**src/rtl/fp_mul_arbiter.sv**
```systemverilog
// Round-robin arbiter sharing one combinational FP32 multiplier across N_REQ requesters,
// with a 2-stage operand/result pipeline. Define FP_MUL_ARB_STATS_EN to add grant/stall counters.

// FP32 multiply: round-to-nearest-even, subnormal inputs/outputs flushed to signed zero.
module fp_mul (
   input  logic [31:0] in1,
   input  logic [31:0] in2,
   output logic [31:0] out
);
   localparam logic [31:0] QNAN = 32'h7FC0_0000;
   localparam logic [9:0]  BIAS = 10'd127;
   localparam logic [9:0]  OVF  = 10'd382;

   logic        sign;
   logic [7:0]  ea, eb;
   logic [22:0] fa, fb;
   logic        a_nan, b_nan, a_inf, b_inf, a_zero, b_zero;
   logic [47:0] prod;
   logic        norm;
   logic [22:0] man;
   logic        guard, sticky, rnd;
   logic [23:0] man_r;
   logic [9:0]  e_full;

   always_comb begin
      sign   = in1[31] ^ in2[31];
      ea     = in1[30:23];
      eb     = in2[30:23];
      fa     = in1[22:0];
      fb     = in2[22:0];
      a_nan  = (ea == 8'hFF) && (fa != 23'd0);
      b_nan  = (eb == 8'hFF) && (fb != 23'd0);
      a_inf  = (ea == 8'hFF) && (fa == 23'd0);
      b_inf  = (eb == 8'hFF) && (fb == 23'd0);
      a_zero = (ea == 8'd0);
      b_zero = (eb == 8'd0);
      prod   = {24'd0, 1'b1, fa} * {24'd0, 1'b1, fb};
      norm   = prod[47];
      if (norm) begin
         man    = prod[46:24];
         guard  = prod[23];
         sticky = |prod[22:0];
      end else begin
         man    = prod[45:23];
         guard  = prod[22];
         sticky = |prod[21:0];
      end
      rnd    = guard & (sticky | man[0]);
      man_r  = {1'b0, man} + {23'd0, rnd};
      // Rounding carry-out leaves man_r[22:0] at zero, so only the exponent needs bumping.
      e_full = {2'b00, ea} + {2'b00, eb} + {9'd0, norm} + {9'd0, man_r[23]};

      if (a_nan || b_nan) begin
         out = QNAN;
      end else if (a_inf || b_inf) begin
         out = (a_zero || b_zero) ? QNAN : {sign, 8'hFF, 23'd0};
      end else if (a_zero || b_zero) begin
         out = {sign, 31'd0};
      end else if (e_full >= OVF) begin
         out = {sign, 8'hFF, 23'd0};
      end else if (e_full <= BIAS) begin
         out = {sign, 31'd0};
      end else begin
         out = {sign, 8'(e_full - BIAS), man_r[22:0]};
      end
   end
endmodule

module fp_mul_arbiter #(
   parameter int unsigned N_REQ = 4,
   parameter int unsigned ID_W  = $clog2(N_REQ)
) (
   input  logic                  clk,
   input  logic                  rst,
   input  logic [N_REQ-1:0]      req_valid,
   output logic [N_REQ-1:0]      req_ready,
   input  logic [N_REQ*32-1:0]   req_a,
   input  logic [N_REQ*32-1:0]   req_b,
   output logic                  out_valid,
   input  logic                  out_ready,
   output logic [31:0]           out_data,
   output logic [ID_W-1:0]       out_id
`ifdef FP_MUL_ARB_STATS_EN
   ,
   input  logic                  stat_clr,
   output logic [N_REQ*16-1:0]   stat_grant_cnt,
   output logic [15:0]           stat_stall_cnt
`endif
);
   localparam int unsigned DATA_W = 32;

   logic              a_vld, b_vld;
   logic [ID_W-1:0]   a_id, b_id;
   logic [DATA_W-1:0] op1, op2, mul_out, b_data;
   logic [ID_W-1:0]   rr_ptr, rr_next;
   logic              a_en, b_en;
   logic              grant_any;
   logic [ID_W-1:0]   grant_id;
   logic              accept;

   fp_mul u_fp_mul (
      .in1 (op1),
      .in2 (op2),
      .out (mul_out)
   );

   assign b_en   = !b_vld || out_ready;
   assign a_en   = !a_vld || b_en;
   assign accept = !rst && a_en && grant_any;

   // First valid requester at or after rr_ptr, wrapping.
   always_comb begin
      int unsigned     idx;
      logic [ID_W-1:0] cand;
      idx       = 0;
      cand      = '0;
      grant_any = 1'b0;
      grant_id  = '0;
      for (int unsigned k = 0; k < N_REQ; k++) begin
         idx  = (32'(rr_ptr) + k) % N_REQ;
         cand = ID_W'(idx);
         if (!grant_any && req_valid[cand]) begin
            grant_any = 1'b1;
            grant_id  = cand;
         end
      end
   end

   assign rr_next = (32'(grant_id) == N_REQ - 1) ? '0 : ID_W'(32'(grant_id) + 32'd1);

   always_comb begin
      req_ready = '0;
      if (accept) req_ready[grant_id] = 1'b1;
   end

   // Stage A: operand capture and round-robin pointer.
   always_ff @(posedge clk) begin
      if (rst) begin
         a_vld  <= 1'b0;
         a_id   <= '0;
         op1    <= '0;
         op2    <= '0;
         rr_ptr <= '0;
      end else if (a_en) begin
         a_vld <= grant_any;
         if (grant_any) begin
            a_id   <= grant_id;
            op1    <= req_a[DATA_W*32'(grant_id) +: DATA_W];
            op2    <= req_b[DATA_W*32'(grant_id) +: DATA_W];
            rr_ptr <= rr_next;
         end
      end
   end

   // Stage B: product capture, drives the output port.
   always_ff @(posedge clk) begin
      if (rst) begin
         b_vld  <= 1'b0;
         b_id   <= '0;
         b_data <= '0;
      end else if (b_en) begin
         b_vld  <= a_vld;
         b_id   <= a_id;
         b_data <= mul_out;
      end
   end

   assign out_valid = b_vld;
   assign out_data  = b_data;
   assign out_id    = b_id;

`ifdef FP_MUL_ARB_STATS_EN
   localparam int unsigned CNT_W = 16;

   // Saturating counters; clear wins over a same-cycle increment.
   always_ff @(posedge clk) begin
      if (rst || stat_clr) begin
         stat_grant_cnt <= '0;
         stat_stall_cnt <= '0;
      end else begin
         for (int unsigned i = 0; i < N_REQ; i++) begin
            if (accept && (32'(grant_id) == i) && (stat_grant_cnt[CNT_W*i +: CNT_W] != '1))
               stat_grant_cnt[CNT_W*i +: CNT_W] <= stat_grant_cnt[CNT_W*i +: CNT_W] + CNT_W'(1);
         end
         if (b_vld && !out_ready && (stat_stall_cnt != '1))
            stat_stall_cnt <= stat_stall_cnt + CNT_W'(1);
      end
   end
`endif
endmodule

```
**config.mk**
```make
export PLATFORM = sky130hd
export DESIGN_NAME = fp_mul_arbiter
export DESIGN_NICKNAME = d
export VERILOG_FILES = /design/src/rtl/fp_mul_arbiter.sv
export SDC_FILE = /design/constraint.sdc
export NUM_CORES = 2
export LEC_CHECK = 0
export ABC_CLOCK_PERIOD_IN_PS = 9110
export BUFFER_PORTS_ARGS = -buffer_cell sky130_fd_sc_hd__buf_2
export CELL_PAD_IN_SITES_DETAIL_PLACEMENT = 0
export CELL_PAD_IN_SITES_GLOBAL_PLACEMENT = 1
export CORE_MARGIN = 2
export CORE_UTILIZATION = 42
export DETAILED_ROUTE_END_ITERATION = 6
export PLACE_DENSITY_LB_ADDON = 0.1
export SETUP_SLACK_MARGIN = 0.1
export SYNTH_ARGS = -nofsm -noshare
export SYNTH_HDL_FRONTEND = slang
export SYNTH_SLANG_ARGS = --single-unit
export TNS_END_PERCENT = 30
```
**constraint.sdc**
```tcl
create_clock -name clk -period 9.11 [get_ports clk]
set_input_delay 1.3665 -clock clk [delete_from_list [all_inputs] [get_ports clk]]
set_output_delay 1.3665 -clock clk [all_outputs]
set_load 0.05 [all_outputs]
```
==> flow_metrics.py <==
metrics = {
    "route": {
        "drt_iter0_markers": 1472,
        "via_per_inst": 5.282,
        "wl_mm": 95.87,
        "ant_nets": 0,
        "wl_per_cell_um": 20.30,
        "via_count": 24950,
        "drc": 0,
        "drt_pre_antenna_iters": 6,
    },
    "placement": {
        "port_buffers": 301,
        "place_congestion": 0.9437,
        "dp_hpwl_mm": 83.01,
        "place_ws_ns": -1.012,
    },
    "clocking": {
        "cts_root_buffer": "clkbuf_16",
        "cts_max_level": 3,
        "clockBufferDepth": 2,
        "cts_buffers": 9,
        "cts_tree": "yes",
        "cts_hold_buf": 0,
        "clock_sinks": 104,
        "worst_skew_pair.late_latency_ns": 0.41,
        "clk_pin_slew_ns": 0.09,
    },
    "die": {
        "start_util_pct": 42.45,
        "ioPinCount": 302,
        "die_y_um": 256.3,
        "fp.dieW_um": 256.3,
        "core_um2": 62970,
        "die_area_um2": 65680,
        "num_rows": 92,
    },
    "min_path": {
        "hold_class": "reg -> reg",
        "min_from": "out_data[3]",
        "holdPathEnd": "out_data[3]",
        "hold-path-cell-count": 2,
    },
    "timing": {
        "setup_viol": 31,
        "fmax_ghz": 0.1059,
        "rsz0062_at_grt": "true",
        "tns_ns": -6.869,
        "fin_ws_ns": -0.3302,
        "clock_skew_ns": 0.02342,
        "holdWs_ns": 0.4575,
        "worst_slew_pin_slew_ns": 1.182,
        "hold_viol": 0,
        "slew_headroom_pct": 20.83,
        "fin_crit_sh_pct": 103.6,
        "fin_crit_ns": 9.440,
        "slew_violations": 0,
    },
    "synth": {
        "synth_area_um2": 26730,
        "postSynthAreaPerCell_um2": 8.059,
        "ys_seq_area_share_pct": 7.789,
        "yosysTopAreaCellShare_pct": 36.25,
        "yosys.area.top_type": "fa_1",
        "synth_area_leaders": "fa_1 36%, ha_1 8.8%, inv_1 8.4%, nand2_1 8.1%, dfxtp_1 7.8%",
        "synthTopCellsByCount": "601 x inv_1, 577 x nand2_1, 484 x fa_1",
        "ys_async_sr_fraction_pct": 0,
        "synth_cells": 3317,
        "synth-main-ff-cell": "dfxtp_1",
        "yosysMostFrequentCell": "inv_1",
        "synth_edf_count": 0,
        "synthDistinctLibCells": 89,
        "yosys_warnings": 0,
        "synth_nets": 4253,
        "synth_seq_cells": 104,
    },
    "final_layout": {
        "fill_cells": 6211,
        "drive_gt1_share_pct": 24.98,
        "area.growth.synth_to_final_pct": 23.89,
        "nNetsFinal": 4806,
    },
    "critical_path": {
        "slowest_stage": "fa_1",
        "crit_path_end_kind": "flop",
        "worstPathRequired_ns": 9.39,
        "r2r_start": "op1[5]",
        "crit_path_start_kind": "flop",
        "crit_arrival_ns": 9.72,
        "rr_worst_depth": 35,
        "cp_slowest_stage_delay_ns": 0.56,
        "rr_endpoint": "out_data[20]",
        "rrSetupSlack_ns": -0.33,
        "setup.worst_path.class": "reg -> reg",
        "cp_common_cell": "fa_1",
        "cp_max_fo": 5,
    },
    "global_route": {
        "grt_use_total_pct": 29.18,
        "antenna_found_initial": 6,
        "grt_pass1_wl_mm": 149.5,
        "grt_pass1_vias": 26170,
        "grt_max_degree": 84,
        "gr-total-overflow": 0,
    },
    "status": {
        "status": "finished with violations",
        "violations": "setup timing",
    },
    "flow_run": {
        "cap_violations": 0,
    },
}
==> final cells by class <==
type                       count  area (um2)  area share (%)
multi-input combinational   2420       22380           67.58
timing repair buffer         728        4873           14.72
inverter                     607        2303           6.956
sequential                   104        2185           6.597
tap                          846        1059           3.196
clock buffer                   9       225.2          0.6801
clock inverter                 7       86.33          0.2607
antenna                        2       5.005         0.01511
==> metal layers <==
metal,track usage [%],share of wire (%),vias to the layer above
met5,0,0.051,-
met4,8.025,3.1,8
met3,3.845,5.2,145
met2,51.07,50,696
met1,37.76,41,12570
li1,-,-,11530
==> flip-flops by register name, summed over array words and instances (netlist names) <==
register,cells
out_valid,1
op2,32
rr_ptr,2
out_data,32
out_id,2
a_id,2
op1,32
a_vld,1
==> kinds of logic after synthesis <==
kind of cell	after synthesis	synth area share, %
XOR/XNOR	52	1.755
AND/OR/NAND/NOR	1230	21.94
multiplexers	40	1.568
flip-flops	104	7.789
AO/OA/AOI/OAI	424	10.61
buffers and inverters	793	11.21
adder cells (fa/ha/maj)	674	45.13
==> repair_timing <==
item | in CTS | in global routing
setup endpoints to repair | 31 | 31
buffers inserted | 10 | 10
pin swaps | 25 | 16
gates resized for setup | 118 | 64
==> worst max-delay path: cells and delay by family, from the launching register on <==
family,cells,cell delay [ns]
fa+ha+maj,9,4.14
simple gates,11,2.74
compound gates,5,1.25
buf+inv,9,0.66
flops,1,0.37
mux,1,0.12
==> worst max-delay path by stage <==
stage,from,to,slack [ns],cells past startpoint
after floorplan,op2[15],out_data[4],0.04,39
after global placement,op1[7],out_data[0],-0.87,37
after detailed placement,op1[7],out_data[3],-1.01,39
after CTS,op1[8],out_data[13],-0.28,36
after global routing,op2[9],out_data[10],-0.64,39
final,op1[5],out_data[20],-0.33,35
==> metrics by stage <==
| step | utilization (%) | cell area, um2 | instances |
|---|---|---|---|
| final | 52.60 | 33120 | 4723 |
| after global routing | 52.59 | 33110 | 4722 |
| after CTS | 52.05 | 32770 | 4711 |
| after detailed placement | 50.80 | 31990 | 4685 |
| after global placement | 50.80 | 31990 | 4685 |
| after floorplan | - | 27260 | 3317 |
==> layout by cell type, fill, tap and decap left out, types with 35 or more instances in the layout <==
master    netlist  layout
and2_1        255     251
buf_4           2     410
nand2_1       577     566
and3_1         64      62
nor2_1        172     165
a311oi_1       52      52
ha_1          189     175
inv_1         601     589
dfxtp_1       104      64
fa_1          484     472
o21ai_0        52      35
buf_2          10     300
a21oi_1       139     126
Power is left out: the tool's default activity adds up to more than one toggle a clock period on the data nets, which glitch-free logic cannot reach.
